--- src/rtl/siso_layer_scheduler_pkg.sv ---
// Shared decoder geometry, scheduler state encoding and drain watchdog limit.
// Also used by the row-unit wrapper so both sides agree on layer/address sizing.
package siso_layer_scheduler_pkg;

  localparam int LAYERS     = 2;
  localparam int ADDRWIDTH  = 5;
  localparam int ADDRDEPTH  = 20;
  localparam int ITERBITS   = 5;
  localparam int PIPESTAGES = 11;

  localparam int LAYER_BITS  = (LAYERS > 1) ? $clog2(LAYERS) : 1;
  localparam int WR_CNT_BITS = $clog2(ADDRDEPTH + 1);

  // Generous bound: several pipeline flushes plus a full layer of write-backs.
  localparam int WDOG_LIMIT = 4 * PIPESTAGES + ADDRDEPTH;
  localparam int WDOG_BITS  = $clog2(WDOG_LIMIT);

  typedef enum logic [1:0] {
    S_IDLE,
    S_ISSUE,
    S_DRAIN,
    S_DONE
  } sched_state_t;

  // A zero iteration limit still runs one full iteration.
  function automatic logic [ITERBITS-1:0] iter_limit(input logic [ITERBITS-1:0] max_iter);
    return (max_iter == '0) ? ITERBITS'(1) : max_iter;
  endfunction

endpackage

--- src/rtl/siso_layer_scheduler_if.sv ---
// Read-issue / write-back bus between the layer scheduler and one SISO row unit.
// master = scheduler (drives reads, observes write-backs); slave = row unit.
interface siso_layer_scheduler_if;
  import siso_layer_scheduler_pkg::*;

  logic [LAYER_BITS-1:0] rdlayer;
  logic [ADDRWIDTH-1:0]  rdaddress;
  logic                  rden_LLR;
  logic                  rden_E;
  logic                  wren_in;

  modport master (
    output rdlayer,
    output rdaddress,
    output rden_LLR,
    output rden_E,
    input  wren_in
  );

  modport slave (
    input  rdlayer,
    input  rdaddress,
    input  rden_LLR,
    input  rden_E,
    output wren_in
  );

endinterface

--- src/rtl/siso_wb_counter.sv ---
// Per-layer write-back counter: saturates at ADDRDEPTH, clear wins over increment.
// Latency: count visible the cycle after the strobe; full is combinational on the count.
module siso_wb_counter
  import siso_layer_scheduler_pkg::*;
(
  input  logic                   clk,
  input  logic                   rst,
  input  logic                   clr,
  input  logic                   inc,
  output logic [WR_CNT_BITS-1:0] cnt,
  output logic                   full
);

  assign full = (cnt == WR_CNT_BITS'(ADDRDEPTH));

  always_ff @(posedge clk or posedge rst) begin
    if (rst) begin
      cnt <= '0;
    end else if (clr) begin
      cnt <= '0;
    end else if (inc && !full) begin
      cnt <= cnt + WR_CNT_BITS'(1);
    end
  end

endmodule

--- src/rtl/siso_layer_scheduler.sv ---
// Layered-decoding sequencer: per layer issues ADDRDEPTH back-to-back reads, then waits for all write-backs.
// Outputs registered (one cycle after the deciding edge); the row unit has no backpressure, the drain stall is the only throttle.
module siso_layer_scheduler
  import siso_layer_scheduler_pkg::*;
(
  input  logic                  clk,
  input  logic                  rst,
  input  logic                  start,
  input  logic                  abort,
  input  logic [ITERBITS-1:0]   max_iter,
  input  logic                  stop_req,
  siso_layer_scheduler_if.master ru,
  output logic                  busy,
  output logic                  done,
  output logic [ITERBITS-1:0]   iter_count,
  output logic                  drain_err
);

  sched_state_t           state;
  logic [ITERBITS-1:0]    lim;
  logic [ITERBITS-1:0]    iter_next;
  logic [WDOG_BITS-1:0]   wdog;
  logic [WR_CNT_BITS-1:0] wr_cnt;
  logic                   wr_full;
  logic                   wr_inc;
  logic                   wr_clr;
  logic                   wb_done;
  logic                   wdog_expired;
  logic                   drain_exit;
  logic                   last_addr;
  logic                   last_layer;

  // Write-backs are only meaningful while a layer is in flight.
  assign wr_inc       = ru.wren_in && (state == S_ISSUE || state == S_DRAIN);
  assign wb_done      = wr_full || (wr_inc && wr_cnt == WR_CNT_BITS'(ADDRDEPTH - 1));
  assign wdog_expired = (wdog == WDOG_BITS'(WDOG_LIMIT - 1));
  assign drain_exit   = (state == S_DRAIN) && (wb_done || wdog_expired);
  assign wr_clr       = (state == S_IDLE && start) || (state != S_IDLE && abort) || drain_exit;
  assign last_addr    = (ru.rdaddress == ADDRWIDTH'(ADDRDEPTH - 1));
  assign last_layer   = (ru.rdlayer == LAYER_BITS'(LAYERS - 1));
  assign iter_next    = iter_count + ITERBITS'(1);

  siso_wb_counter u_wb_counter (
    .clk  (clk),
    .rst  (rst),
    .clr  (wr_clr),
    .inc  (wr_inc),
    .cnt  (wr_cnt),
    .full (wr_full)
  );

  always_ff @(posedge clk or posedge rst) begin
    if (rst) begin
      state        <= S_IDLE;
      lim          <= '0;
      wdog         <= '0;
      ru.rdlayer   <= '0;
      ru.rdaddress <= '0;
      ru.rden_LLR  <= 1'b0;
      ru.rden_E    <= 1'b0;
      busy         <= 1'b0;
      done         <= 1'b0;
      iter_count   <= '0;
      drain_err    <= 1'b0;
    end else if (state != S_IDLE && abort) begin
      state        <= S_IDLE;
      wdog         <= '0;
      ru.rdlayer   <= '0;
      ru.rdaddress <= '0;
      ru.rden_LLR  <= 1'b0;
      ru.rden_E    <= 1'b0;
      busy         <= 1'b0;
      done         <= 1'b0;
    end else begin
      case (state)
        S_IDLE: begin
          if (start) begin
            state        <= S_ISSUE;
            lim          <= iter_limit(max_iter);
            wdog         <= '0;
            iter_count   <= '0;
            drain_err    <= 1'b0;
            busy         <= 1'b1;
            ru.rdlayer   <= '0;
            ru.rdaddress <= '0;
            ru.rden_LLR  <= 1'b1;
            ru.rden_E    <= 1'b0;
          end
        end

        S_ISSUE: begin
          if (last_addr) begin
            state        <= S_DRAIN;
            wdog         <= '0;
            ru.rdaddress <= '0;
            ru.rden_LLR  <= 1'b0;
            ru.rden_E    <= 1'b0;
          end else begin
            ru.rdaddress <= ru.rdaddress + ADDRWIDTH'(1);
          end
        end

        S_DRAIN: begin
          if (drain_exit) begin
            // A watchdog exit is treated as a completed drain, only flagged.
            if (!wb_done) begin
              drain_err <= 1'b1;
            end
            if (!last_layer) begin
              state       <= S_ISSUE;
              ru.rdlayer  <= ru.rdlayer + LAYER_BITS'(1);
              ru.rden_LLR <= 1'b1;
              ru.rden_E   <= (iter_count != '0);
            end else begin
              iter_count <= iter_next;
              ru.rdlayer <= '0;
              if (iter_next == lim || stop_req) begin
                state <= S_DONE;
                done  <= 1'b1;
                busy  <= 1'b0;
              end else begin
                state       <= S_ISSUE;
                ru.rden_LLR <= 1'b1;
                ru.rden_E   <= 1'b1;
              end
            end
          end else begin
            wdog <= wdog + WDOG_BITS'(1);
          end
        end

        S_DONE: begin
          state <= S_IDLE;
          done  <= 1'b0;
        end

        default: begin
          state <= S_IDLE;
        end
      endcase
    end
  end

endmodule

--- src/flat_wrapper.sv ---
// flat-port wrapper written by rule: the top's interface ports become plain ports
module siso_layer_scheduler_flat import siso_layer_scheduler_pkg::*;
  (clk, rst, start, abort, max_iter, stop_req, busy, done, iter_count, drain_err, ru_rdlayer, ru_rdaddress, ru_rden_LLR, ru_rden_E, ru_wren_in);
  siso_layer_scheduler_if ru_i ();
  input  logic clk;
  input  logic rst;
  input  logic start;
  input  logic abort;
  input  logic [ITERBITS-1:0] max_iter;
  input  logic stop_req;
  output logic busy;
  output logic done;
  output logic [ITERBITS-1:0] iter_count;
  output logic drain_err;
  output wire logic [$bits(ru_i.rdlayer)-1:0] ru_rdlayer;
  output wire logic [$bits(ru_i.rdaddress)-1:0] ru_rdaddress;
  output wire logic [$bits(ru_i.rden_LLR)-1:0] ru_rden_LLR;
  output wire logic [$bits(ru_i.rden_E)-1:0] ru_rden_E;
  input wire logic [$bits(ru_i.wren_in)-1:0] ru_wren_in;
  assign ru_rdlayer = ru_i.rdlayer;
  assign ru_rdaddress = ru_i.rdaddress;
  assign ru_rden_LLR = ru_i.rden_LLR;
  assign ru_rden_E = ru_i.rden_E;
  assign ru_i.wren_in = ru_wren_in;
  siso_layer_scheduler u_core (.clk(clk), .rst(rst), .start(start), .abort(abort), .max_iter(max_iter), .stop_req(stop_req), .ru(ru_i), .busy(busy), .done(done), .iter_count(iter_count), .drain_err(drain_err));
endmodule
--- config.mk ---
export PLATFORM = sky130hd
export DESIGN_NAME = siso_layer_scheduler_flat
export DESIGN_NICKNAME = d
export VERILOG_FILES = /design/src/rtl/siso_layer_scheduler_pkg.sv /design/src/rtl/siso_layer_scheduler_if.sv /design/src/rtl/siso_wb_counter.sv /design/src/rtl/siso_layer_scheduler.sv /design/src/flat_wrapper.sv
export SDC_FILE = /design/constraint.sdc
export NUM_CORES = 1
export LEC_CHECK = 0
export ABC_AREA = 1
export ABC_CLOCK_PERIOD_IN_PS = 5900
export BUFFER_PORTS_ARGS = -buffer_cell sky130_fd_sc_hd__buf_2
export CORE_ASPECT_RATIO = 1.1
export CORE_MARGIN = 2
export CORE_UTILIZATION = 40
export DETAILED_ROUTE_END_ITERATION = 16
export PLACE_DENSITY_LB_ADDON = 0.25
export SLEW_MARGIN = 40
export SYNTH_ARGS = -nofsm -noshare
export SYNTH_HDL_FRONTEND = slang
export SYNTH_HIERARCHICAL = 1
export SYNTH_SLANG_ARGS = --single-unit
--- constraint.sdc ---
create_clock -name clk -period 5.9 [get_ports clk]
set_input_delay 0.59 -clock clk [delete_from_list [all_inputs] [get_ports clk]]
set_output_delay 0.59 -clock clk [all_outputs]
set_load 0.1 [all_outputs]
==> out/qor.txt, run 1 <==
POWER AND IR DROP
--------------------------------------------------------------------------------------
Combinational power share                                                        56.3%
Flop pwr share                                                                   29.5%
Net load switching power                                                        621 uW
Clock share of power                                                             14.3%
Standby leakage power                                                       0.00130 uW
Power per cell area                                                        473 nW/um^2
Net switching share of the total power                                           53.4%
Internal cell power                                                             542 uW
Worst-case vdd ir drop                                                        0.183 mV

FINAL LAYOUT
--------------------------------------------------------------------------------------
# nets final                                                                       349
Final cell count without fillers                                                   402
Layout overhead on the synthesized area                                          13.4%
Filler instances                                                                   523
Share of cells above drive strength 1                                            14.1%
# diodes                                                                             0
Finished Core Util                                                               46.2%

LOGIC SYNTHESIS
--------------------------------------------------------------------------------------
Sequential area share after synthesis                                            39.2%
Netlist area before placement                                               2170 sq um
Complex-gate fraction of the synthesized area                                    8.94%
Synthesized netlist net count                                                      318
Number of flops mapped to enable cells by yosys                                      0
Async set or reset register ratio after synthesis                                 100%
Share of synthesized cell area in and, or, nand and nor gates                    34.3%
Share of the synthesized area in the top cell type                               39.2%
Synthesized netlist cell count                                                     297
Dominant register cell in the synthesized netlist                         sky130_fd_sc_hd__dfrtp_1
Mux contribution to synthesized area                                                0%
Dominant combinational cell family by area after synthesis                simple AND/OR/NAND/NOR gates
Adder-cell share of the synthesized area                                         5.77%
Number of distinct standard cells referenced by the synthesized netlist             29
Most instantiated cells after synthesis                                   sky130_fd_sc_hd__nand2_1 (75), sky130_fd_sc_hd__inv_1 (50), sky130_fd_sc_hd__dfrtp_1 (34)
Leading area contributor after synthesis                                  sky130_fd_sc_hd__dfrtp_1
Synth Area in XOR/XNOR                                                           1.21%
Library cell with the highest instance count after synthesis              sky130_fd_sc_hd__nand2_1
Number of register bits inferred by synthesis                                       34
Total number of yosys warnings                                                       6
Synth top area cells                                                      sky130_fd_sc_hd__dfrtp_1 (39%), sky130_fd_sc_hd__nand2_1 (13%), sky130_fd_sc_hd__inv_1 (8.7%), sky130_fd_sc_hd__nand3_1 (7.4%), sky130_fd_sc_hd__ha_1 (5.8%)
Mean post-synth cell area                                                   7.30 sq um

CRITICAL PATH
--------------------------------------------------------------------------------------
WS Path Type                                                              flop to flop
Reg2reg start                                                             u_core/state[1]
CP startpoint kind                                                                flop
Critical Path, Cell by Cell                                               inv_1 > ha_1 > nand2_1 > inv_1 > a31oi_1 > nand2_1 > inv_1 > o22ai_1 > clkinv_1 > nand4_1 > nand2_1
Worst reg2reg endpoint                                                    u_core/u_wb_counter/cnt[0]
Total buffers and inverters traversed by the critical path                           4
Flop2flop setup slack                                                          3.61 ns
Maximum fanout count along the critical path                                         8
CP arrival                                                                     2.46 ns
Slowest library cell on the worst path                                    sky130_fd_sc_hd__dfrtp_1
CP max stage delay                                                             0.43 ns
Element type at the critical path end                                             flop
Worst Reg-to-Reg Cells                                                              11
Required @ worst endpoint                                                      6.07 ns
Crit path max-delay family                                                buffers and inverters

TIMING
--------------------------------------------------------------------------------------
Minimum clock period                                                           2.29 ns
Peak clock frequency supported by timing                                       437 MHz
Max transition margin                                                            67.5%
Endpoints failing hold                                                               0
Setup total negative slack                                                        0 ns
RSZ-0062 raised after global routing                                                no
Max-slew violation count                                                             0
Fraction of the cycle the final worst path needs                                 38.8%
Endpoints failing setup                                                              0
Final-layout worst hold slack                                                 0.209 ns
Worst slew pin tran                                                           0.490 ns
Post-Route Skew                                                             0.00189 ns

RUN
--------------------------------------------------------------------------------------
Max-cap violations                                                                   0

DIE
--------------------------------------------------------------------------------------
Total number of placement rows                                                      28
Total die area                                                              6030 sq um
Height of the die                                                              81.2 um
Starting Density                                                                 40.7%
Top-level port count                                                                27
Placeable core area                                                         5330 sq um
Die width                                                                      74.2 um

GLOBAL ROUTE
--------------------------------------------------------------------------------------
Number of global-route vias before repair                                         1749
Total congestion overflow                                                            0
First-pass GRT wire length                                                     7.78 mm
Pin count of the biggest net entering global routing                                30
Combined global-route utilization of all metal layers                            16.9%
Initial antenna violation count                                                      0

ROUTING
--------------------------------------------------------------------------------------
Routed wire length                                                             4.67 mm
Vias per Instance                                                                 4.86
Iteration-0 DRC Markers                                                            107
Final ANT Viol Nets                                                                  0
Final routed wire length divided by cell count                                 11.6 um
DRC errors left                                                                      0
Total number of vias                                                              1952
DRT Pass-1 Iters                                                                     4

CLOCK NETWORK
--------------------------------------------------------------------------------------
Clock sink count                                                                    34
Post-CTS Repair Setup Buffers                                                        0
CTS Root Buffer Type                                                      sky130_fd_sc_hd__clkbuf_8
H-tree depth                                                                         2
# resized after CTS                                                                  0
TritonCTS buffer count                                                               5
Clock insertion delay at the later pin of the skew report                      0.28 ns
TritonCTS clock tree                                                               yes
Cts hold-fix bufs                                                                    0
Max clock buf depth                                                                  2
Clock slew at reported path FFs                                                0.06 ns

PLACED DESIGN
--------------------------------------------------------------------------------------
HPWL after DPL                                                                 3.66 mm
Count of buffers from port buffering                                                26
GPL Wtd Cong                                                                     0.843
Post-placement cell count                                                          396

MIN PATH
--------------------------------------------------------------------------------------
Path category of the worst min-delay check                                input port to async pin

RUN STATUS
--------------------------------------------------------------------------------------
Status                                                                       completed

registers in the layout (all words and copies together) (netlist names):
name and flops:
u_core/wdog 6, u_core/u_wb_counter/cnt 5, u_core/ru.rden_E 1, u_core/state 2, u_core/ru.rdlayer 1, u_core/drain_err 1, u_core/busy 1, u_core/ru.rden_LLR 1
u_core/done 1, u_core/iter_count 5, u_core/ru.rdaddress 5, u_core/lim 5
how the worst max path moves through the flow:
stage	start	end	depth (start not counted)	slack [ns]
finish	u_core/state[1]	u_core/u_wb_counter/cnt[0]	11	3.61
global placement	u_core/state[1]	u_core/u_wb_counter/cnt[2]	11	3.69
floorplan	u_core/iter_count[0]	u_core/ru.rden_E	14	3.53
detailed placement	u_core/state[1]	u_core/u_wb_counter/cnt[2]	11	3.67
CTS	u_core/state[1]	u_core/u_wb_counter/cnt[0]	11	3.65
global route	u_core/state[1]	u_core/u_wb_counter/cnt[3]	11	3.40
per-stage QoR:
step / area (sq um) / setup WS (ns) / power [uW]
2_1_floorplan: 2170 / 3.53 / 886
3_3_place_gp: 2380 / 3.69 / 994
3_5_place_dp: 2380 / 3.67 / 1000
4_1_cts: 2460 / 3.65 / 1170
5_1_grt: 2460 / 3.40 / 1260
6_report: 2460 / 3.61 / 1160
routing by layer:
metal | up-vias | track usage [%] | wire length [um]
met4 | 0 | 6.96 | 93
met2 | 44 | 29.0 | 2270
met5 | - | 0 | 0
met3 | 10 | 3.60 | 180
met1 | 880 | 20.4 | 2120
li1 | 1018 | - | -
power by group through the flow:
stage	clock network, uW	registers (uW)	logic, uW
3_5_place_dp	0	347	656
3_3_place_gp	0	348	646
4_1_cts	174	343	657
5_1_grt	183	350	725
2_1_floorplan	0	518	368
6_report	166	343	655
area by class of cell:
class | count | area, sq um | share of cell area [%]
clock buffer | 6 | 82.6 | 3.36
inverter | 54 | 205 | 8.34
multi-input combinational | 206 | 1090 | 44.3
sequential | 34 | 851 | 34.6
tap | 75 | 93.8 | 3.81
timing repair buffer | 27 | 138 | 5.60
cell families (layout without fill, tap and decap cells):
family / count (synthesis) / after routing
XOR/XNOR: 3 / 3
AO/OA/AOI/OAI: 34 / 34
buffers and inverters: 57 / 87
flip-flops: 34 / 34
AND/OR/NAND/NOR: 159 / 159
adder cells (fa/ha/maj): 10 / 10
placed cells by master (no fill, tap or decap):
cell	instances
sky130_fd_sc_hd__nor3b_1	3
sky130_fd_sc_hd__nand3_2	1
sky130_fd_sc_hd__inv_1	50
sky130_fd_sc_hd__o21ai_2	1
sky130_fd_sc_hd__nand3_1	32
sky130_fd_sc_hd__nor3_1	3
sky130_fd_sc_hd__nor2_4	4
sky130_fd_sc_hd__nand2_2	1
sky130_fd_sc_hd__ha_1	10
sky130_fd_sc_hd__clkinv_1	1
sky130_fd_sc_hd__clkbuf_8	6
sky130_fd_sc_hd__nand2_1	75
sky130_fd_sc_hd__a22oi_1	1
sky130_fd_sc_hd__buf_2	26
sky130_fd_sc_hd__a31oi_1	1
sky130_fd_sc_hd__o21ai_0	23
sky130_fd_sc_hd__xor2_1	3
sky130_fd_sc_hd__o22ai_1	2
sky130_fd_sc_hd__inv_2	2
sky130_fd_sc_hd__nand4_1	15
sky130_fd_sc_hd__o211ai_1	1
sky130_fd_sc_hd__inv_4	1
sky130_fd_sc_hd__dfrtp_1	34
sky130_fd_sc_hd__a21oi_4	1
sky130_fd_sc_hd__nor2_1	23
sky130_fd_sc_hd__nand4_2	1
sky130_fd_sc_hd__nand3b_2	1
sky130_fd_sc_hd__a21oi_1	4
sky130_fd_sc_hd__buf_4	1
Power figures use the tool's default switching activity.
==> inputs of run 2 (changes only) <==
Settings changed: ABC_CLOCK_PERIOD_IN_PS 5900 to 2400.
Clock period 5.9 ns to 2.4 ns, I/O delays scaled along.
==> out/qor.txt, run 2 (same netlist as run 1, synthesis figures left out) <==
DIE
------------------------------------------------------------------------
Top-level port count                                                  27
Height of the die                                                81.2 um
Total number of placement rows                                        28
Placeable core area                                           5330 sq um
Starting Density                                                   40.7%
Total die area                                                6030 sq um
Die width                                                        74.2 um

CRITICAL PATH
------------------------------------------------------------------------
Slowest library cell on the worst path                      sky130_fd_sc_hd__dfrtp_1
CP max stage delay                                               0.41 ns
Required @ worst endpoint                                        2.58 ns
CP arrival                                                       2.23 ns
WS Path Type                                                flop to flop
Element type at the critical path end                               flop
Maximum fanout count along the critical path                           8
Most numerous cell on the critical path                     sky130_fd_sc_hd__nand2_1
CP startpoint kind                                                  flop
Critical Path, Cell by Cell                                 inv_1 > ha_1 > nand2_1 > inv_1 > a31oi_1 > nand2_1 > inv_1 > o22ai_1 > inv_2 > nand2_1 > nand2_1 > nand2_1

FINAL LAYOUT
------------------------------------------------------------------------
Finished Core Util                                                 47.7%
Number of flip-flops under the largest register name                   6
Commonest cells after routing, fill and taps aside          sky130_fd_sc_hd__nand2_1 (75), sky130_fd_sc_hd__inv_1 (50), sky130_fd_sc_hd__dfrtp_1 (34), sky130_fd_sc_hd__nand3_1 (32), sky130_fd_sc_hd__buf_2 (26)
# nets final                                                         352
# diodes                                                               0
Largest reg by FF count                                      u_core/wdog
Share of cells above drive strength 1                              15.4%
Most common cell after layout, fill and taps aside          sky130_fd_sc_hd__nand2_1
Filler instances                                                     544
Layout overhead on the synthesized area                            17.1%

GLOBAL ROUTE
------------------------------------------------------------------------
Number of global-route vias before repair                           1896
Pin count of the biggest net entering global routing                  30
Total congestion overflow                                              0
Initial antenna violation count                                        0
Combined global-route utilization of all metal layers              17.7%
First-pass GRT wire length                                       8.31 mm

CLOCK NETWORK
------------------------------------------------------------------------
CTS Root Buffer Type                                        sky130_fd_sc_hd__clkbuf_8
TritonCTS buffer count                                                 5
TritonCTS clock tree                                                 yes
Max clock buf depth                                                    2
Clock insertion delay at the later pin of the skew report        0.29 ns
Clock sink count                                                      34
H-tree depth                                                           2
Clock slew at reported path FFs                                  0.08 ns

TIMING
------------------------------------------------------------------------
Peak clock frequency supported by timing                         488 MHz
Endpoints failing setup                                                0
Endpoints failing hold                                                 0
RSZ-0062 raised after global routing                                  no
Max-slew violation count                                               0
Minimum clock period                                             2.05 ns
Max transition margin                                              67.9%
Post-Route Skew                                               0.00659 ns
Fraction of the cycle the final worst path needs                   85.4%
Worst slew pin tran                                             0.485 ns
Setup total negative slack                                          0 ns

POWER AND IR DROP
------------------------------------------------------------------------
Standby leakage power                                         0.00134 uW
Power per cell area                                         1220 nW/um^2
Worst-case vdd ir drop                                          0.439 mV

ROUTING
------------------------------------------------------------------------
Final ANT Viol Nets                                                    0
Routed wire length                                               4.74 mm
Iteration-0 DRC Markers                                              125
DRC errors left                                                        0
Final routed wire length divided by cell count                   11.6 um
Vias per Instance                                                   4.81
Total number of vias                                                1956
DRT Pass-1 Iters                                                       4

PLACED DESIGN
------------------------------------------------------------------------
Count of buffers from port buffering                                  26
HPWL after DPL                                                   3.70 mm
GPL Wtd Cong                                                       0.847

RUN
------------------------------------------------------------------------
Max-cap violations                                                     0

RUN STATUS
------------------------------------------------------------------------
Status                                                         completed

MIN PATH
------------------------------------------------------------------------
Path category of the worst min-delay check                  input port to flop

==> run 2: final timing paths <==
kind / from / endpoint / slack (ns) / cells after the start
max: u_core/state[1] / u_core/u_wb_counter/cnt[3] / 0.35 / 12
min: max_iter[0] / u_core/lim[0] / 0.19 / 3
max reg2reg: u_core/state[1] / u_core/u_wb_counter/cnt[3] / 0.35 / 12
min reg2reg: u_core/ru.rden_LLR / u_core/ru.rden_LLR / 0.48 / 2
max in group asynchronous: rst / u_core/ru.rdaddress[0] / 1.54 / 4
min in group asynchronous: rst / u_core/u_wb_counter/cnt[3] / 0.40 / 3
==> run 2: cell type report <==
class | instances | area, sq um | area share, %
Clock buffer | 5 | 68.8 | 2.71
Inverter | 54 | 205 | 8.08
Multi-Input combinational cell | 206 | 1090 | 42.9
Tap cell | 75 | 93.8 | 3.69
Clock inverter | 3 | 68.8 | 2.71
Sequential cell | 34 | 851 | 33.5
Timing Repair Buffer | 30 | 163 | 6.40
==> run 2: power breakdown <==
group / internal [uW] / switching, uW / total, uW
combinational: 408 / 1220 / 1630
clock: 416 / 223 / 639
sequential: 715 / 117 / 832
total: 1540 / 1560 / 3100
==> run 2: what timing repair did <==
item / in CTS / in global routing
hold buffers: 1 / 0
setup buffers: 0 / 0
hold endpoints to repair: 5 / 0
endpoints found under the setup margin: 0 / 4
gates resized for setup: 0 / 1
==> run 2: per-layer routing <==
metal  vias up  routed length [um]  global-route usage [%]
li1       1022                   -                       -
met1       898                2170                    21.3
met2        29                2340                    30.9
met3         7                 144                    4.22
met4         0                  80                    5.89
met5         -                   0                       0
==> run 2: per-stage QoR <==
step           cell area [sq um]  setup slack, ns  hold WS, ns  cells  total power, uW
2_1_floorplan               2170           0.0273       0.0185    297             2180
3_3_place_gp                2390            0.337        0.169    398             2460
3_5_place_dp                2390            0.236        0.169    398             2480
4_1_cts                     2540            0.215        0.181    407             3130
5_1_grt                     2540            0.113        0.187    407             3370
6_report                    2540            0.351        0.188    407             3100
==> run 2: critical path: cells and delay by family (launching register included) <==
family,cells,cell delay (ns)
fa+ha+maj,1,0.33
buf+inv,4,0.43
compound gates,2,0.37
simple gates,5,0.39
flops,1,0.41
==> inputs of run 3 (changes only) <==
Settings changed: ABC_CLOCK_PERIOD_IN_PS 2400 to 1800, PLACE_DENSITY set to 0.66, PLACE_DENSITY_LB_ADDON 0.25 to not set.
Clock period 2.4 ns to 1.8 ns, I/O delays scaled along.
==> out/qor.txt, run 3 (same netlist as run 1, synthesis figures left out) <==
RUN STATUS
------------------------------------------------------------------------
Status                                                         completed

DIE
------------------------------------------------------------------------
Placeable core area                                           5330 sq um
Top-level port count                                                  27
Total number of placement rows                                        28
Height of the die                                                81.2 um
Die width                                                        74.2 um
Total die area                                                6030 sq um
Starting Density                                                   40.7%

CLOCK NETWORK
------------------------------------------------------------------------
TritonCTS buffer count                                                 5
Clock sink count                                                      34
CTS Root Buffer Type                                        sky130_fd_sc_hd__clkbuf_8
H-tree depth                                                           2
Max clock buf depth                                                    2
TritonCTS clock tree                                                 yes
Clock slew at reported path FFs                                  0.07 ns
Clock insertion delay at the later pin of the skew report        0.29 ns

GLOBAL ROUTE
------------------------------------------------------------------------
Initial antenna violation count                                        0
Combined global-route utilization of all metal layers              18.2%
First-pass GRT wire length                                       8.50 mm
Number of global-route vias before repair                           1917
Total congestion overflow                                              0
Pin count of the biggest net entering global routing                  30

PLACED DESIGN
------------------------------------------------------------------------
HPWL after DPL                                                   3.80 mm
Post-placement cell count                                            418
GPL Wtd Cong                                                       0.883
Count of buffers from port buffering                                  26

TIMING
------------------------------------------------------------------------
Final-layout worst hold slack                                   0.135 ns
Setup total negative slack                                          0 ns
Endpoints failing setup                                                0
Max-slew violation count                                               0
Peak clock frequency supported by timing                         574 MHz
Worst slew pin tran                                             0.485 ns
RSZ-0062 raised after global routing                                 yes
Fraction of the cycle the final worst path needs                   96.8%
Minimum clock period                                             1.74 ns
Post-Route Skew                                               0.00487 ns
Endpoints failing hold                                                 0
Max transition margin                                              67.9%

POWER AND IR DROP
------------------------------------------------------------------------
Net switching share of the total power                             50.9%
Flop pwr share                                                     24.4%
Net load switching power                                         2300 uW
Combinational power share                                          62.5%
Power per cell area                                         1570 nW/um^2
Sum of internal, switching and leakage power                     4520 uW
Worst-case vdd ir drop                                           1.00 mV
Internal cell power                                              2220 uW
Clock share of power                                               13.0%
Standby leakage power                                         0.00146 uW

FINAL LAYOUT
------------------------------------------------------------------------
Commonest cells after routing, fill and taps aside          sky130_fd_sc_hd__nand2_1 (70), sky130_fd_sc_hd__inv_1 (42), sky130_fd_sc_hd__buf_4 (31), sky130_fd_sc_hd__nand3_1 (27), sky130_fd_sc_hd__buf_2 (26)
Most common cell after layout, fill and taps aside          sky130_fd_sc_hd__nand2_1
Largest reg by FF count                                      u_core/wdog
Number of flip-flops under the largest register name                   6
Final cell count without fillers                                     436
Share of cells above drive strength 1                              33.0%
Layout overhead on the synthesized area                            32.9%
Finished Core Util                                                 54.1%
# diodes                                                               0
# nets final                                                         381

MIN PATH
------------------------------------------------------------------------
Path category of the worst min-delay check                  input port to flop

ROUTING
------------------------------------------------------------------------
DRC errors left                                                        0
DRT Pass-1 Iters                                                       4
Routed wire length                                               5.16 mm
Final ANT Viol Nets                                                    0
Iteration-0 DRC Markers                                               71
Final routed wire length divided by cell count                   11.8 um
Vias per Instance                                                   4.88
Total number of vias                                                2126

CRITICAL PATH
------------------------------------------------------------------------
Required @ worst endpoint                                        1.99 ns
Element type at the critical path end                               flop
CP arrival                                                       1.93 ns
CP startpoint kind                                                  flop
WS Path Type                                                flop to flop
Maximum fanout count along the critical path                           5

RUN
------------------------------------------------------------------------
Max-cap violations                                                     0

## run 3: through the flow
step                      instance area, sq um  setup slack [ns]
after floorplan                           2210           -0.0372
after global placement                    2590           -0.0113
after detailed placement                  2590           -0.0711
after CTS                                 2720          -0.00518
after global routing                      2880           -0.0790
final                                     2880            0.0582
## run 3: final cells by class
class,count,area (sq um)
tap,75,93.8
timing repair buffer,58,373
fill,520,2440
clock inverter,1,5.00
multi-input combinational,207,1240
inverter,54,213
clock buffer,7,86.3
sequential,34,873
## run 3: power groups by stage
stage,clock (uW),combinational (uW),sequential [uW]
after floorplan,0,1230,1720
after global placement,0,2450,1110
after detailed placement,0,2480,1120
after CTS,609,2540,1100
after global routing,648,3100,1140
final,590,2830,1100
## run 3: path summary, 6_finish.rpt
| kind | to | cells after the start | slack, ns | from |
|---|---|---|---|---|
| min in group asynchronous | u_core/u_wb_counter/cnt[2] | 3 | 0.35 | rst |
| hold / removal | u_core/lim[0] | 3 | 0.13 | max_iter[0] |
| max in group asynchronous | u_core/ru.rdaddress[0] | 4 | 0.97 | rst |
| setup reg to reg | u_core/ru.rden_LLR | 12 | 0.06 | u_core/iter_count[0] |
| setup / recovery | u_core/ru.rden_LLR | 12 | 0.06 | u_core/iter_count[0] |
| hold reg to reg | u_core/ru.rden_E | 2 | 0.47 | u_core/ru.rden_E |
## run 3: critical path, cell delays in order, from the launching register on
cell	delay (ns)
sky130_fd_sc_hd__dfrtp_4	0.51
sky130_fd_sc_hd__inv_4	0.08
sky130_fd_sc_hd__ha_4	0.21
sky130_fd_sc_hd__nand2_2	0.06
sky130_fd_sc_hd__nand2_1	0.05
sky130_fd_sc_hd__nor2_1	0.09
sky130_fd_sc_hd__nand3_1	0.07
sky130_fd_sc_hd__nor2_1	0.11
sky130_fd_sc_hd__nand3_2	0.13
sky130_fd_sc_hd__nand2_2	0.11
sky130_fd_sc_hd__nand3_2	0.08
sky130_fd_sc_hd__nand3_1	0.08
sky130_fd_sc_hd__nand2_1	0.05
## run 3: routing by layer
metal	part of all wire, %	GRT usage, %	vias to the layer above	wire [um]
met5	0	0	-	0
met3	3.6	4.09	7	185
met1	46	23.9	986	2350
li1	-	-	1089	-
met2	50	29.7	44	2560
met4	1.2	5.71	0	60
## run 3: what timing repair did
item | CTS | global route
hold endpoints to repair | 34 | 0
pin swaps | 0 | 9
endpoints found under the setup margin | 14 | 28
buffers inserted | 0 | 8
gates resized for setup | 5 | 29
gates cloned | 0 | 1
hold buffers | 1 | 0
